===== src/rtl/wb_arbiter.sv =====
// Write-back arbiter: owns the register-file write port, merges ALU results and load returns.
// Optional byte/halfword load extension is enabled with `define WB_SUBWORD_LOAD_EN.
module wb_arbiter #(
  parameter int REG_DATA_WIDTH  = 32,
  parameter int REG_CODE_LENGTH = 5,
  parameter int SKID_DEPTH      = 2
) (
  input  logic                       clk,
  input  logic                       rst,
  input  logic                       alu_wb_valid,
  input  logic [REG_CODE_LENGTH-1:0] alu_wb_rd,
  input  logic [REG_DATA_WIDTH-1:0]  alu_wb_data,
  output logic                       alu_wb_ready,
  input  logic                       ld_issue_valid,
  input  logic [REG_CODE_LENGTH-1:0] ld_issue_rd,
  input  logic [2:0]                 ld_issue_funct3,
  input  logic [1:0]                 ld_issue_addr_lo,
  output logic                       ld_issue_ready,
  input  logic                       mem_rvalid,
  input  logic [REG_DATA_WIDTH-1:0]  mem_rdata,
  input  logic [REG_CODE_LENGTH-1:0] dec_rs1,
  input  logic [REG_CODE_LENGTH-1:0] dec_rs2,
  input  logic [REG_CODE_LENGTH-1:0] dec_rd,
  output logic                       hazard_stall,
  output logic                       RegWrite,
  output logic [REG_CODE_LENGTH-1:0] w_rg,
  output logic [REG_DATA_WIDTH-1:0]  w_data
);

  localparam int PTR_W = (SKID_DEPTH > 1) ? $clog2(SKID_DEPTH) : 1;
  localparam int CNT_W = PTR_W + 1;

  typedef enum logic {LD_IDLE = 1'b0, LD_WAIT = 1'b1} ld_state_e;

  ld_state_e                  state_q, state_d;
  logic [REG_CODE_LENGTH-1:0] ld_rd_q, ld_rd_d;
  logic [REG_CODE_LENGTH-1:0] fifo_rd_q [SKID_DEPTH];
  logic [REG_CODE_LENGTH-1:0] fifo_rd_d [SKID_DEPTH];
  logic [REG_DATA_WIDTH-1:0]  fifo_data_q [SKID_DEPTH];
  logic [REG_DATA_WIDTH-1:0]  fifo_data_d [SKID_DEPTH];
  logic [PTR_W-1:0]           rd_ptr_q, rd_ptr_d, wr_ptr_q, wr_ptr_d;
  logic [CNT_W-1:0]           count_q, count_d;
  logic                       regwrite_q, regwrite_d;
  logic [REG_CODE_LENGTH-1:0] w_rg_q, w_rg_d;
  logic [REG_DATA_WIDTH-1:0]  w_data_q, w_data_d;

  logic                       fifo_empty, ld_return, alu_take, push, pop;
  logic [REG_DATA_WIDTH-1:0]  ld_data;
  logic [SKID_DEPTH-1:0]      entry_valid;
  logic [PTR_W-1:0]           offs;

`ifdef WB_SUBWORD_LOAD_EN
  logic [2:0]  ld_funct3_q, ld_funct3_d;
  logic [1:0]  ld_addr_lo_q, ld_addr_lo_d;
  logic [7:0]  ld_byte;
  logic [15:0] ld_half;

  always_comb begin
    ld_byte = mem_rdata[{ld_addr_lo_q, 3'b000} +: 8];
    ld_half = ld_addr_lo_q[1] ? mem_rdata[31:16] : mem_rdata[15:0];
    case (ld_funct3_q)
      3'b000:  ld_data = {{(REG_DATA_WIDTH-8){ld_byte[7]}}, ld_byte};
      3'b100:  ld_data = {{(REG_DATA_WIDTH-8){1'b0}}, ld_byte};
      3'b001:  ld_data = {{(REG_DATA_WIDTH-16){ld_half[15]}}, ld_half};
      3'b101:  ld_data = {{(REG_DATA_WIDTH-16){1'b0}}, ld_half};
      default: ld_data = mem_rdata;
    endcase
  end
`else
  logic unused_ld_fields;
  assign unused_ld_fields = ^{ld_issue_funct3, ld_issue_addr_lo};
  assign ld_data = mem_rdata;
`endif

  function automatic logic any_hit(input logic [REG_CODE_LENGTH-1:0] a, b, c, t);
    return (t != '0) && ((a == t) || (b == t) || (c == t));
  endfunction

  always_comb begin
    fifo_empty     = (count_q == '0);
    alu_wb_ready   = (count_q != CNT_W'(SKID_DEPTH));
    ld_return      = (state_q == LD_WAIT) && mem_rvalid;
    ld_issue_ready = fifo_empty && ((state_q == LD_IDLE) || mem_rvalid);
    alu_take       = alu_wb_valid && alu_wb_ready && (alu_wb_rd != '0);
    pop            = !ld_return && !fifo_empty;
    // a taken ALU result skips the FIFO only when the port is free and nothing older is queued
    push           = alu_take && (ld_return || !fifo_empty);

    fifo_rd_d   = fifo_rd_q;
    fifo_data_d = fifo_data_q;
    wr_ptr_d    = wr_ptr_q;
    rd_ptr_d    = rd_ptr_q;
    if (push) begin
      fifo_rd_d[wr_ptr_q]   = alu_wb_rd;
      fifo_data_d[wr_ptr_q] = alu_wb_data;
      wr_ptr_d              = wr_ptr_q + 1'b1;
    end
    if (pop) rd_ptr_d = rd_ptr_q + 1'b1;
    count_d = count_q + CNT_W'(push) - CNT_W'(pop);

    regwrite_d = 1'b0;
    w_rg_d     = w_rg_q;
    w_data_d   = w_data_q;
    if (ld_return) begin
      regwrite_d = (ld_rd_q != '0);
      w_rg_d     = ld_rd_q;
      w_data_d   = ld_data;
    end else if (pop) begin
      regwrite_d = 1'b1;
      w_rg_d     = fifo_rd_q[rd_ptr_q];
      w_data_d   = fifo_data_q[rd_ptr_q];
    end else if (alu_take) begin
      regwrite_d = 1'b1;
      w_rg_d     = alu_wb_rd;
      w_data_d   = alu_wb_data;
    end

    state_d = state_q;
    ld_rd_d = ld_rd_q;
`ifdef WB_SUBWORD_LOAD_EN
    ld_funct3_d  = ld_funct3_q;
    ld_addr_lo_d = ld_addr_lo_q;
`endif
    if (ld_issue_valid && ld_issue_ready) begin
      state_d = LD_WAIT;
      ld_rd_d = ld_issue_rd;
`ifdef WB_SUBWORD_LOAD_EN
      ld_funct3_d  = ld_issue_funct3;
      ld_addr_lo_d = ld_issue_addr_lo;
`endif
    end else if (ld_return) begin
      state_d = LD_IDLE;
    end
  end

  always_comb begin
    offs         = '0;
    entry_valid  = '0;
    hazard_stall = 1'b0;
    if ((state_q == LD_WAIT) && any_hit(dec_rs1, dec_rs2, dec_rd, ld_rd_q)) hazard_stall = 1'b1;
    if (regwrite_q && any_hit(dec_rs1, dec_rs2, dec_rd, w_rg_q)) hazard_stall = 1'b1;
    for (int i = 0; i < SKID_DEPTH; i++) begin
      offs           = PTR_W'(i) - rd_ptr_q;
      entry_valid[i] = ({1'b0, offs} < count_q);
      if (entry_valid[i] && any_hit(dec_rs1, dec_rs2, dec_rd, fifo_rd_q[i])) hazard_stall = 1'b1;
    end
  end

  always_ff @(posedge clk or posedge rst) begin
    if (rst) begin
      state_q    <= LD_IDLE;
      ld_rd_q    <= '0;
      rd_ptr_q   <= '0;
      wr_ptr_q   <= '0;
      count_q    <= '0;
      regwrite_q <= 1'b0;
      w_rg_q     <= '0;
      w_data_q   <= '0;
      for (int i = 0; i < SKID_DEPTH; i++) begin
        fifo_rd_q[i]   <= '0;
        fifo_data_q[i] <= '0;
      end
`ifdef WB_SUBWORD_LOAD_EN
      ld_funct3_q  <= '0;
      ld_addr_lo_q <= '0;
`endif
    end else begin
      state_q     <= state_d;
      ld_rd_q     <= ld_rd_d;
      rd_ptr_q    <= rd_ptr_d;
      wr_ptr_q    <= wr_ptr_d;
      count_q     <= count_d;
      regwrite_q  <= regwrite_d;
      w_rg_q      <= w_rg_d;
      w_data_q    <= w_data_d;
      fifo_rd_q   <= fifo_rd_d;
      fifo_data_q <= fifo_data_d;
`ifdef WB_SUBWORD_LOAD_EN
      ld_funct3_q  <= ld_funct3_d;
      ld_addr_lo_q <= ld_addr_lo_d;
`endif
    end
  end

  assign RegWrite = regwrite_q;
  assign w_rg     = w_rg_q;
  assign w_data   = w_data_q;

endmodule


===== config.mk =====
export PLATFORM = sky130hd
export DESIGN_NAME = wb_arbiter
export DESIGN_NICKNAME = d
export VERILOG_FILES = /design/src/rtl/wb_arbiter.sv
export SDC_FILE = /design/constraint.sdc
export NUM_CORES = 1
export LEC_CHECK = 0
export ABC_AREA = 1
export CAP_MARGIN = 25
export CORE_MARGIN = 2
export CORE_UTILIZATION = 52
export CTS_CLUSTER_SIZE = 40
export DETAILED_ROUTE_END_ITERATION = 10
export HOLD_SLACK_MARGIN = 0.02
export PLACE_DENSITY_LB_ADDON = 0.3
export SLEW_MARGIN = 20
export SYNTH_ARGS = -nofsm -noshare
export SYNTH_HDL_FRONTEND = slang
export SYNTH_SLANG_ARGS = --single-unit

===== constraint.sdc =====
create_clock -name clk -period 5.65 [get_ports clk]
set_input_delay 1.13 -clock clk [delete_from_list [all_inputs] [get_ports clk]]
set_output_delay 1.13 -clock clk [all_outputs]
set_load 0.01 [all_outputs]

==> results of run 1 <==
critical path, cell delays in order:
cell	delay [ns]
clkdlybuf4s50_1	0.57
inv_1	0.13
nand2_1	0.08
nand2_1	0.05
nor2_1	0.16
nand3_1	0.11
nand3_1	0.09
nand2_1	0.05
nand2_1	0.06
inv_1	0.04
nand2_1	0.05
clkdlybuf4s50_1	0.52
cells in the mapped netlist:
cell / instances / area, um2
a31oi_1: 12 / 75.1
a22oi_1: 12 / 90.1
or2_2: 3 / 18.8
o2111ai_1: 1 / 8.76
nor3_1: 2 / 10.0
and2_1: 1 / 6.26
nand2_1: 349 / 1310
a21boi_1: 1 / 7.51
nor2_4: 1 / 11.3
dfrtp_1: 122 / 3050
ha_1: 2 / 25.0
nor2_2: 2 / 12.5
clkbuf_1: 17 / 63.8
buf_2: 17 / 85.1
o21ai_0: 90 / 450
nand4_1: 10 / 62.6
nor2_1: 47 / 176
xor2_1: 8 / 70.1
o21a_1: 7 / 52.6
a21oi_1: 16 / 80.1
o21ai_1: 27 / 135
nand3_1: 19 / 95.1
o211ai_1: 15 / 113
inv_2: 7 / 26.3
nand2_2: 4 / 25.0
buf_4: 11 / 82.6
o221ai_1: 4 / 35.0
buf_6: 2 / 22.5
xnor2_1: 13 / 114
inv_1: 83 / 312
worst min path at each step:
stage	start	endpoint	slack, ns
2_1_floorplan	fifo_data_q[37]$_DFFE_PP0P_	fifo_data_q[37]$_DFFE_PP0P_	0.44
5_1_grt	w_data[14]$_DFFE_PP0P_	w_data[14]$_DFFE_PP0P_	0.50
6_report	fifo_data_q[53]$_DFFE_PP0P_	fifo_data_q[53]$_DFFE_PP0P_	0.48
3_3_place_gp	fifo_data_q[37]$_DFFE_PP0P_	fifo_data_q[37]$_DFFE_PP0P_	0.46
3_5_place_dp	fifo_data_q[53]$_DFFE_PP0P_	fifo_data_q[53]$_DFFE_PP0P_	0.46
4_1_cts	fifo_data_q[53]$_DFFE_PP0P_	fifo_data_q[53]$_DFFE_PP0P_	0.47
metal layers:
layer	wire length (um)	part of all wire, %
met3	1110	6.1
met4	325	1.8
met5	0	0
met2	8590	47
met1	8100	45
flip-flops by register name, summed over array words and instances, names as in the netlist:
| signal | count |
|---|---|
| fifo_data_q | 64 |
| w_data | 32 |
| fifo_rd_q | 10 |
| ld_rd_q | 5 |
| w_rg | 5 |
| count_q | 2 |
| RegWrite | 1 |
| rd_ptr_q | 1 |
| state_q | 1 |
| wr_ptr_q | 1 |
power by group through the flow:
| stage | combinational (mW) | sequential, mW | clock [mW] |
|---|---|---|---|
| after floorplan | 1.50 | 1.59 | 0 |
| after global placement | 2.21 | 1.58 | 0 |
| after detailed placement | 2.26 | 1.59 | 0 |
| after CTS | 2.28 | 1.58 | 1.17 |
| after global routing | 2.58 | 1.64 | 1.21 |
| final | 2.31 | 1.59 | 1.16 |
layout make-up:
class                      instances  share of cell area [%]
sequential                       122                    35.3
multi-input combinational        646                    34.7
timing repair buffer             141                    16.4
clock buffer                      19                    5.24
inverter                          90                    3.94
tap                              172                    2.49
clock inverter                     9                    2.00
kinds of logic after synthesis:
logic type      after synthesis
buf+inv                     137
xor+xnor                     21
flops                       122
simple gates                438
compound gates              185
fa+ha+maj                     2
metrics by stage:
step           setup WS (ns)  std cells  area (um2)  hold WS, ns  utilization (%)
2_1_floorplan           1.28        905        6630        0.442                -
3_3_place_gp            1.51       1170        7990        0.456             63.9
3_5_place_dp            1.53       1170        7990        0.462             63.9
4_1_cts                 1.52       1198        8620        0.474             68.9
5_1_grt                 1.30       1199        8650        0.500             69.1
6_report                1.49       1199        8650        0.476             69.1
==> flow_summary_export.csv, run 1 <==
group,metric,value,unit
drt,vias,6302,
pwr,irDropWorstVdd,0.000281,V
pwr,p_total,5.06,mW
yosys,ys_seq_area_share,46.1,%
yosys,synth_compound_area_share,15.8,%
clock_network,cts_tree,"yes",
pwr,clkPwrFrac,23.0,%
global_route,met2_usage,44.2,%
drt,wl,18100,um
drt,drtPass1Iterations,5,
timing,tns,0,ns
hold_path,min_path_cells,2,
drt,drt-initial-drc-count,489,
worst_setup_path,crit_type,"input pin to primary output",
clock_network,htreeDepth,4,
worst_setup_path,cp.arrival,3.03,ns
yosys,synthDistinctLibCells,30,
die,core,12500,um2
global_route,use_met3,5.46,%
timing,drv_slew,0,
cells_and_area,regArea,3050,um2
clock_network,root_buffer,"clkbuf_16",
yosys,synth_mux_area_share,0,%
timing,finalCriticalPeriod,4.16,ns
clock_network,cts_hold_buffers,0,
die,rows,41,
clock_network,ctsResizeCount,0,
die,io_pins,140,
run,drv_cap,0,
yosys,yosys.area_share.simple,26.1,%
timing,max_freq,240,MHz
yosys,ys_ff_latch,122,
die,start_util,53.0,%
die,die_y,117,um
clock_network,clock-sinks,122,
drt,drtAntennaViolNets,0,
drt,drc,0,
cells_and_area,multiInputGateArea,3000,um2
worst_setup_path,r2r-end,"fifo_data_q[18]$_DFFE_PP0P_",
yosys,synth_area,6630,um2
die,dieArea,13700,um2
placed_design,hpwl,11900,um
global_route,grt_pass1_vias,5858,
timing,skew,0.0106,ns
worst_setup_path,worstRegToRegCells,7,
cells_and_area,final_common_cell,"nand2_1",
global_route,grt_use_met1,37.4,%
global_route,antenna_found_initial,0,
placed_design,portBuffers,134,
drt,viasPerCell,5.26,
yosys,synth_top_family_by_area,"simple AND/OR/NAND/NOR gates",
clock_network,cts-buffers-inserted,17,
die,die_x,117,um
timing,worst_pin_slew,0.715,ns
worst_setup_path,crit_path_start_kind,"input pin",
worst_setup_path,startpoint,"dec_rs2[2]",
clock_network,clk_path_buf_depth,2,
worst_setup_path,rrSetupSlack,2.79,ns
cells_and_area,syn_to_final_growth,30.4,%
cells_and_area,nFillCells,1015,
yosys,syn_inst,905,
yosys,synth_nets,1006,
global_route,grt_pass1_wl,28700,um
global_route,gr-max-usage-layer,"met2",
timing,maxSlewHeadroom,52.3,%
pwr,power.density,585,nW/um2
timing,hold_viol,0,
yosys,ys_warn_count,0,
placed_design,routabilityCongestion,0.921,
pwr,power.internal,3.06,mW
cells_and_area,final_cell_mix,"349 x nand2_1, 134 x clkdlybuf4s50_1, 121 x dfrtp_1",
cells_and_area,drive_gt1_share,5.36,%
global_route,grt_overflow,0,
pwr,share_seq_of_total_power,31.4,%
cells_and_area,nets,1119,
pwr,p_comb_share,45.6,%
worst_setup_path,r2r_start,"state_q$_DFFE_PP0P_",
cells_and_area,antenna_cells,0,
pwr,p_leak,4.12,nW
pwr,swShare,39.5,%
worst_setup_path,worstPathMaxFanout,5,
timing,finalSetupViolations,0,
timing,post-route-period-util,73.7,%
clock_network,clk_pin_slew,0.05,ns
worst_setup_path,end_kind,"primary output",
yosys,syn_avg_cell_area,7.32,um2
worst_setup_path,cp.required,4.52,ns
global_route,grt_usage,27.4,%
clock_network,post_cts.repair.setup_buffers,0,
global_route,grt_max_degree,54,
yosys,synthAdderAreaFrac,0.378,%
status,status,"completed",
pwr,switchingPower,2.00,mW
timing,rsz0062_at_grt,"no",
yosys,synth-xor-area-share,2.77,%
worst_setup_path,endpoint,"hazard_stall",
drt,wl_per_cell,15.1,um
hold_path,hold_class,"flip-flop to flip-flop",
clock_network,insertion_delay,0.41,ns
No activity file was read; power rests on OpenSTA's default activity.
==> run 2: changes to the inputs <==
==> constraint.sdc (replaced) <==
create_clock -name clk -period 4.1 [get_ports clk]
set_input_delay 0.82 -clock clk [delete_from_list [all_inputs] [get_ports clk]]
set_output_delay 0.82 -clock clk [all_outputs]
set_load 0.01 [all_outputs]
==> run 2 against run 1 <==
Against the previous run: register-to-register slack got worse by 0.80 ns; sequential share of layout area decreased by 0.082 points; critical path depth did not move; non-clock buffer count increased by 5; first-iteration DRC count shrank 0.41%; clock power is 30% higher; total power is 36% higher; sequential cell count did not move; final area up 0.23%; sequential power is 40% higher.
==> flow_summary_export.csv, run 2 (synthesized netlist as in run 1, its figures left out) <==
group,metric,value,unit
drt,wl_per_cell,15.2,um
timing,finalCriticalPeriod,3.55,ns
clock_network,ctsResizeCount,0,
cells_and_area,nFillCells,1059,
global_route,grt_max_degree,67,
timing,maxSlewHeadroom,50.6,%
cells_and_area,syn_to_final_growth,30.7,%
placed_design,dp_slack,0.602,ns
drt,drtAntennaViolNets,0,
pwr,irDropWorstVdd,0.000419,V
drt,drtPass1Iterations,5,
cells_and_area,top_register,"fifo_data_q",
clock_network,clk_path_buf_depth,2,
global_route,grt_overflow,0,
pwr,share_seq_of_total_power,32.3,%
worst_setup_path,crit_type,"input pin to primary output",
timing,setup_ws,0.548,ns
global_route,antenna_found_initial,0,
timing,hold_viol,0,
clock_network,cts_hold_buffers,0,
die,io_pins,140,
pwr,swShare,40.2,%
timing,finalSetupViolations,0,
worst_setup_path,crit_slowest_cell,"clkdlybuf4s50_1",
status,status,"completed",
pwr,power.density,797,nW/um2
run,drv_cap,0,
global_route,grt_pass1_vias,5869,
drt,wl,18300,um
worst_setup_path,end_kind,"primary output",
die,start_util,53.0,%
pwr,p_leak,4.14,nW
worst_setup_path,path_cells,"clkdlybuf4s50_1, inv_1, nand2_1, nand2_1, nor2_1, nand3_1, nand3_1, nand2_1, nand2_1, inv_1, nand2_1, clkdlybuf4s50_1",
cells_and_area,final_util,69.2,%
die,core,12500,um2
clock_network,root_buffer,"clkbuf_16",
cells_and_area,nets,1124,
die,dieArea,13700,um2
clock_network,clock-sinks,122,
clock_network,htreeDepth,4,
drt,vias,6369,
die,die_y,117,um
clock_network,post_cts.repair.setup_buffers,0,
placed_design,hpwl,12300,um
timing,rsz0062_at_grt,"no",
die,die_x,117,um
clock_network,insertion_delay,0.42,ns
die,rows,41,
placed_design,routabilityCongestion,0.898,
worst_setup_path,crit_path_start_kind,"input pin",
clock_network,cts_tree,"yes",
timing,skew,0.00903,ns
worst_setup_path,cp.arrival,2.73,ns
clock_network,clk_pin_slew,0.05,ns
timing,worst_pin_slew,0.740,ns
pwr,switchingPower,2.78,mW
pwr,p_comb_share,45.8,%
hold_path,hold_class,"flip-flop to flip-flop",
timing,post-route-period-util,86.6,%
cells_and_area,final_common_cell,"nand2_1",
worst_setup_path,cp_slowest_stage_delay,0.58,ns
cells_and_area,largest_reg_flops,64,
global_route,grt_pass1_wl,29500,um
worst_setup_path,cp_common_cell,"nand2_1",
drt,viasPerCell,5.27,
pwr,clkPwrFrac,21.8,%
drt,drc,0,
cells_and_area,final_cell_mix,"349 x nand2_1, 134 x clkdlybuf4s50_1, 121 x dfrtp_1",
global_route,grt_usage,28.2,%
placed_design,portBuffers,134,
timing,tns,0,ns
cells_and_area,drive_gt1_share,5.89,%
pwr,power.internal,4.13,mW
drt,drt-initial-drc-count,487,
timing,drv_slew,0,
cells_and_area,antenna_cells,0,
clock_network,cts-buffers-inserted,17,
worst_setup_path,cp.required,3.28,ns
worst_setup_path,worstPathMaxFanout,5,
timing,max_freq,282,MHz
## run 2: changes by cell type in the layout (fill, tap and decap cells not counted), sizes merged
cell	previous run	this run
bufinv	5	2
clkinv	3	4
clkinvlp	1	0
buf	7	12
clkbuf	19	26
## run 2: worst paths after layout
path	to	slack, ns	depth (start not counted)	startpoint
setup / recovery	hazard_stall	0.55	12	dec_rs2[2]
hold / removal	fifo_data_q[53]$_DFFE_PP0P_	0.48	2	fifo_data_q[53]$_DFFE_PP0P_
setup reg to reg	fifo_data_q[49]$_DFFE_PP0P_	1.99	7	count_q[0]$_DFF_PP0_
hold reg to reg	fifo_data_q[53]$_DFFE_PP0P_	0.48	2	fifo_data_q[53]$_DFFE_PP0P_
max in group asynchronous	fifo_data_q[5]$_DFFE_PP0P_	2.40	3	rst
min in group asynchronous	w_data[3]$_DFFE_PP0P_	0.88	2	rst
## run 2: cell type report
class	instances	area (um2)	area share, %
multi-input cells	646	3000	34.6
clock buffers	26	519	5.99
inverters	90	340	3.93
repair buffers	146	1460	16.8
well taps	172	215	2.48
clock inverters	6	83.8	0.967
flip-flops and latches	122	3050	35.2
## run 2: per-stage QoR
stage	instances	hold slack [ns]	total power, mW	cell area (um2)
floorplan	905	0.442	4.26	6630
global placement	1176	0.453	5.28	8060
detailed placement	1176	0.463	5.37	8060
CTS	1208	0.476	6.92	8670
global route	1208	0.498	7.44	8670
finish	1208	0.475	6.90	8670
## run 2: metal layers
| metal | global-route usage, % | vias to the layer above | share of wire, % |
|---|---|---|---|
| met5 | 0 | - | 0 |
| met4 | 10.4 | 0 | 1.9 |
| met3 | 5.10 | 31 | 5.9 |
| met2 | 44.9 | 229 | 48 |
| met1 | 38.9 | 2975 | 44 |
| li1 | - | 3134 | - |
## run 2: critical path: cells and delay by family
kind / cells / cell delay (ns)
buffers and inverters: 4 / 1.28
and+or+nand+nor: 8 / 0.63
## run 2: power by group through the flow
| stage | clock, mW | sequential [mW] | combinational (mW) |
|---|---|---|---|
| after floorplan | 0 | 2.19 | 2.06 |
| after global placement | 0 | 2.22 | 3.06 |
| after detailed placement | 0 | 2.24 | 3.14 |
| after CTS | 1.52 | 2.23 | 3.17 |
| after global routing | 1.57 | 2.31 | 3.56 |
| final | 1.51 | 2.23 | 3.16 |
==> run 3: changes to the inputs <==
--- a/config.mk
+++ b/config.mk
@@ -13,6 +13,7 @@
 export DETAILED_ROUTE_END_ITERATION = 10
 export HOLD_SLACK_MARGIN = 0.02
 export PLACE_DENSITY_LB_ADDON = 0.3
+export SKIP_LAST_GASP = 1
 export SLEW_MARGIN = 20
 export SYNTH_ARGS = -nofsm -noshare
 export SYNTH_HDL_FRONTEND = slang
==> results of run 3 <==
Same layout as run 2: the final DEF is identical, and so are final timing and power.
